==> src/rtl/replay_sequencer.sv <==
// Multi-channel stimulus replay: per-channel FIFOs are loaded by the host, then drained into the DUT on start.
// Optional REPLAY_STALL_CNT_EN adds per-channel saturating stall counters on the stall_cnt port.
module replay_sequencer #(
    parameter int CHANNELS = 4,
    parameter int DATA_W   = 32,
    parameter int DEPTH    = 16,
    parameter int CYCLE_W  = 64,
    localparam int CHAN_W  = (CHANNELS > 1) ? $clog2(CHANNELS) : 1
) (
    input  logic                         clock,
    input  logic                         reset,
    input  logic                         load_valid,
    output logic                         load_ready,
    input  logic [CHAN_W-1:0]            load_chan,
    input  logic [DATA_W-1:0]            load_data,
    input  logic                         start,
    input  logic [CYCLE_W-1:0]           cycle_limit,
    output logic [CHANNELS-1:0]          out_valid,
    input  logic [CHANNELS-1:0]          out_ready,
    output logic [CHANNELS*DATA_W-1:0]   out_data,
    output logic                         busy,
    output logic                         exit,
    output logic                         timeout,
`ifdef REPLAY_STALL_CNT_EN
    output logic [CHANNELS*CYCLE_W-1:0]  stall_cnt,
`endif
    output logic [CYCLE_W-1:0]           cycles
);
    localparam int ADDR_W = $clog2(DEPTH);
    localparam int PTR_W  = ADDR_W + 1;

    typedef enum logic [1:0] {ST_LOAD, ST_RUN, ST_DONE} state_t;
    state_t state;

    logic [PTR_W-1:0]   wr_ptr [CHANNELS];
    logic [PTR_W-1:0]   rd_ptr [CHANNELS];
    logic [DATA_W-1:0]  mem    [CHANNELS][DEPTH];
    logic [CHANNELS-1:0] empty, full, last, push, pop;
    logic [CYCLE_W-1:0] limit;
    logic               drained, sel_full, chan_ok;

    always_comb begin
        empty    = '0;
        full     = '0;
        last     = '0;
        push     = '0;
        pop      = '0;
        out_valid = '0;
        out_data = '0;
        sel_full = 1'b0;
        chan_ok  = 1'b0;
        drained  = 1'b1;
        for (int c = 0; c < CHANNELS; c++) begin
            empty[c] = (wr_ptr[c] == rd_ptr[c]);
            full[c]  = (wr_ptr[c][ADDR_W] != rd_ptr[c][ADDR_W]) &&
                       (wr_ptr[c][ADDR_W-1:0] == rd_ptr[c][ADDR_W-1:0]);
            last[c]  = ((wr_ptr[c] - rd_ptr[c]) == PTR_W'(1));
            if (load_chan == CHAN_W'(c)) begin
                chan_ok  = 1'b1;
                sel_full = full[c];
            end
            push[c]      = (state == ST_LOAD) && load_valid && (load_chan == CHAN_W'(c)) && !full[c];
            out_valid[c] = (state == ST_RUN) && !empty[c];
            pop[c]       = out_valid[c] && out_ready[c];
            out_data[c*DATA_W +: DATA_W] = out_valid[c] ? mem[c][rd_ptr[c][ADDR_W-1:0]] : '0;
            // A channel counts as drained if its last token leaves this cycle.
            if (!(empty[c] || (pop[c] && last[c]))) drained = 1'b0;
        end
        // Gated by reset so every output reads 0 while reset is held.
        load_ready = reset && (state == ST_LOAD) && (!chan_ok || !sel_full);
    end

    always_ff @(posedge clock) begin
        for (int c = 0; c < CHANNELS; c++) begin
            if (push[c]) mem[c][wr_ptr[c][ADDR_W-1:0]] <= load_data;
        end
    end

    // A start from DONE re-arms the limit and restarts the cycle count for the leftover replay.
    always_ff @(posedge clock or negedge reset) begin
        if (!reset) begin
            state   <= ST_LOAD;
            cycles  <= '0;
            limit   <= '0;
            timeout <= 1'b0;
            for (int c = 0; c < CHANNELS; c++) begin
                wr_ptr[c] <= '0;
                rd_ptr[c] <= '0;
            end
        end else begin
            for (int c = 0; c < CHANNELS; c++) begin
                if (push[c]) wr_ptr[c] <= wr_ptr[c] + PTR_W'(1);
                if (pop[c])  rd_ptr[c] <= rd_ptr[c] + PTR_W'(1);
            end
            case (state)
                ST_LOAD, ST_DONE: begin
                    if (start) begin
                        limit   <= cycle_limit;
                        cycles  <= '0;
                        timeout <= 1'b0;
                        state   <= ST_RUN;
                    end
                end
                ST_RUN: begin
                    if (cycles != '1) cycles <= cycles + CYCLE_W'(1);
                    if ((limit != '0) && (cycles + CYCLE_W'(1) == limit)) begin
                        state   <= ST_DONE;
                        timeout <= 1'b1;
                    end else if (drained) begin
                        state   <= ST_DONE;
                    end
                end
                default: state <= ST_LOAD;
            endcase
        end
    end

    assign busy = (state == ST_RUN);
    assign exit = (state == ST_DONE);

`ifdef REPLAY_STALL_CNT_EN
    logic [CYCLE_W-1:0] stall_q [CHANNELS];

    always_ff @(posedge clock or negedge reset) begin
        if (!reset) begin
            for (int c = 0; c < CHANNELS; c++) stall_q[c] <= '0;
        end else begin
            for (int c = 0; c < CHANNELS; c++) begin
                if ((state == ST_LOAD) && start) begin
                    stall_q[c] <= '0;
                end else if (out_valid[c] && !out_ready[c] && (stall_q[c] != '1)) begin
                    stall_q[c] <= stall_q[c] + CYCLE_W'(1);
                end
            end
        end
    end

    always_comb begin
        stall_cnt = '0;
        for (int c = 0; c < CHANNELS; c++) stall_cnt[c*CYCLE_W +: CYCLE_W] = stall_q[c];
    end
`endif
endmodule
==> config.mk <==
export PLATFORM = sky130hd
export DESIGN_NAME = replay_sequencer
export DESIGN_NICKNAME = d
export VERILOG_FILES = /design/src/rtl/replay_sequencer.sv
export SDC_FILE = /design/constraint.sdc
export NUM_CORES = 2
export LEC_CHECK = 0
export CAP_MARGIN = 20
export CORE_AREA = 2 2 549 551
export CTS_BUF_LIST = sky130_fd_sc_hd__clkbuf_4 sky130_fd_sc_hd__clkbuf_8 sky130_fd_sc_hd__clkbuf_16
export DETAILED_ROUTE_END_ITERATION = 10
export DIE_AREA = 0 0 551 553
export GPL_TIMING_DRIVEN = 1
export PLACE_DENSITY_LB_ADDON = 0.2
export SYNTH_ARGS = -nofsm -noshare
export SYNTH_HDL_FRONTEND = slang
export SYNTH_SLANG_ARGS = --single-unit
==> constraint.sdc <==
create_clock -name clock -period 5.8 [get_ports clock]
set_clock_uncertainty 0.2 [all_clocks]
set_input_delay 0.58 -clock clock [delete_from_list [all_inputs] [get_ports clock]]
set_output_delay 0.58 -clock clock [all_outputs]
set_load 0.02 [all_outputs]
==> summary.txt <==
Worst setup EP type: output port
Wire length per cell: 27.6 um
RSZ-0062 raised after global routing: false
Die height: 553 um
Critical path fanouts, max: 48
Multi-input logic area: 22,600 sq um
Part of the cycle the worst path needs: 88.3%
Setup crit start kind: flop
DR pass1 iterations: 6
Final period demand of the worst path: 5.12 ns
CTS Buf Count: 242
Seq/Total Area, Yosys: 73.8%
Starting Density: 29.8%
Worst vdd ir: 0.395 mV
Initial antenna violation count: 19
Worst path required time: 5.02 ns
Top cells by count, synth: edfxtp_1, mux4_2, nand2_1, dfrtp_1, clkbuf_1
Critical path class: flop to output port
Pwr Density: 464 nW/um^2
Worst Reg-to-Reg Cells: 8
Net count, final: 5,097
Avg Cell Area, Syn: 20.1 sq um
Hold Crit Start: cycle_limit[4]
Mapped Cells: 4,426
RR Startpoint: cycles[34]$_DFFE_PN0P_
Area Overhead vs Synth: 19.6%
Worst setup margin: 0.681 ns
Hold Buf Count CTS: 43
Ys flop type: edfxtp_1
Pleak: 34.0 nW
Hold-critical path depth: 3
CTS tree: done
Largest cells by area after synthesis: edfxtp_1, mux4_2, dfrtp_1
DRC viols: 0
Register area: 65,800 sq um
Power Total: 49.5 mW
CP Data Arrival Time: 4.34 ns
Clock sink count: 2,219
CTS H-tree lvls: 4
Relative slew slack: 29.2%
Synth top area share: 69.0%
Placeable core area: 299,000 sq um
Root buffer cell: clkbuf_16
Final Util: 35.7%
Worst Max-Slew Pin Slew: 1.06 ns
Via density: 4.97
Die area: 305,000 sq um
Worst-path clk slew: 0.06 ns
Syn_nets: 4,573
Seq cells post-synth: 2,219
Final setup viols: 0
Hold Crit Endpoint: limit[4]$_DFFE_PN0P_
Count leader, synth: edfxtp_1
Setup crit start: rd_ptr[11]$_DFFE_PN0P_
Post-synth EDFFs: 2,048
Distinct cells, synth: 74
IO Port Bufs: 305
Post_cts resized: 0
GRT Util Overall: 16.3%
Layout cell share with drive strength beyond 1: 26.4%
Post-synthesis cell area: 89,100 sq um
Max-slew violations: 0
Setup TNS: 0 ns
Io pins: 306
Final Hold Viols: 0
# rows: 201
RR Endpoint: state[0]$_DFFE_PN0P_
Largest net degree at the start of global routing: 132
Worst min path class: input port to flop
Placement Cell Area: 98,000 sq um
Post-DP HPWL: 145 mm
Vias: 45.4k
Setup WS pre-CTS: 1.35 ns
Routability cong.: 0.883
Ys Warns: 0
Outcome: completed
Global-route wire length before repair: 360 mm
CTS Buffer Depth: 4
Reg-to-reg slack, setup: 1.51 ns
Final-layout fill cell count: 27.7k
Die width: 551 um
Final antenna-violating net count: 0
Worst skew pair latency: 0.92 ns
GRT Residual Overflow: 0
Max-Cap Viols: 0
First DRT Iteration DRCs: 4,605
Async S/R FF share, synth: 7.71%
Post-CTS Setup Inserts: 0
F_max: 195 MHz
Vias in the first global route: 47.5k
Final Cell Area: 107,000 sq um
Cell taking the most area after synthesis: edfxtp_1
DRT Wirelength: 252 mm
-- logic make-up after synthesis --
logic type                 count (synthesis)  share of synthesized area, %
DFF                                     2219                          73.8
and+or+nand+nor                          873                          5.15
muxes                                    644                          16.2
buffers and inverters                    283                          1.24
AOI/OAI and AO/OA                        231                          1.66
xor gates and xnor gates                 135                          1.34
adders and majority gates                 41                         0.609
-- per-layer routing --
metal | part of all wire (%) | vias up | routed length, um | GRT usage, %
met5 | 0 | - | 0 | 0
met4 | 2.3 | 0 | 5800 | 4.02
met3 | 5.5 | 340 | 13900 | 2.23
met2 | 48 | 1464 | 121000 | 26.6
met1 | 44 | 24300 | 111000 | 23.0
li1 | - | 19200 | - | -
-- cell type report --
cell class	instances	area share, %
flip-flops and latches	2219	61.7
well taps	3958	4.65
repair buffers	518	4.61
clock buffers	313	6.32
clock inverters	132	1.29
multi-input cells	1924	21.2
inverters	45	0.158
diodes	12	0.0282
-- worst max-delay path by stage --
| stage | end | cells after the start |
|---|---|---|
| after global placement | mem[2][261]$_DFFE_PP_ | 7 |
| after global routing | out_data[50] | 7 |
| after detailed placement | mem[0][166]$_DFFE_PP_ | 6 |
| after floorplan | mem[3][384]$_DFFE_PP_ | 8 |
| after CTS | out_data[59] | 5 |
| final | load_ready | 8 |
-- layout by cell type (no fill, tap or decap), drive strengths merged, types with 18 or more instances in the layout --
master         Yosys  routed
xor2              46      46
mux4             640     640
o31ai             24      24
a21oi             35      35
nor2b            143     143
buf               87     202
dfrtp            171     171
inv               45      51
nor4              48      48
bufinv             0      24
nor3              41      41
ha                37      37
clkbuf           151     314
clkdlybuf4s50      0     272
dlygate4sd3        0      43
nand3             35      35
nand2            315     315
or4               18      18
and2              48      48
o21ai             97      97
edfxtp          2048    2048
and3              19      19
xnor2             88      88
clkinv             0      98
nor2              74      74
nand4             71      71
-- critical path: stages, from the launching register on --
cell	delay, ns
dfrtp_4	0.93
inv_1	0.14
ha_1	0.33
nand4_1	0.19
o21ai_0	0.60
o21ai_0	0.19
nor3b_1	0.31
nor2_1	0.20
clkdlybuf4s50_1	0.59
-- where the power goes --
| part | leakage (nW) | total [mW] | switching [mW] | internal [mW] |
|---|---|---|---|---|
| Clock | 4.05 | 15.7 | 6.44 | 9.24 |
| Combinational | 9.35 | 15.1 | 8.05 | 7.04 |
| Sequential | 20.6 | 18.7 | 0.699 | 18.0 |
-- through the flow --
step / hold slack [ns] / instances
2_1_floorplan: 0.0844 / 4426
3_3_place_gp: 0.282 / 8619
3_5_place_dp: 0.284 / 8621
4_1_cts: 0.000215 / 9109
5_1_grt: 0.0589 / 9110
6_report: 0.0810 / 9121
-- flip-flops by register name, indices dropped and copies added (netlist names) --
signal   flops
cycles      64
wr_ptr      20
limit       64
state        2
mem       2048
rd_ptr      20
timeout      1
Note: power is estimated with default switching activity, not from simulation.
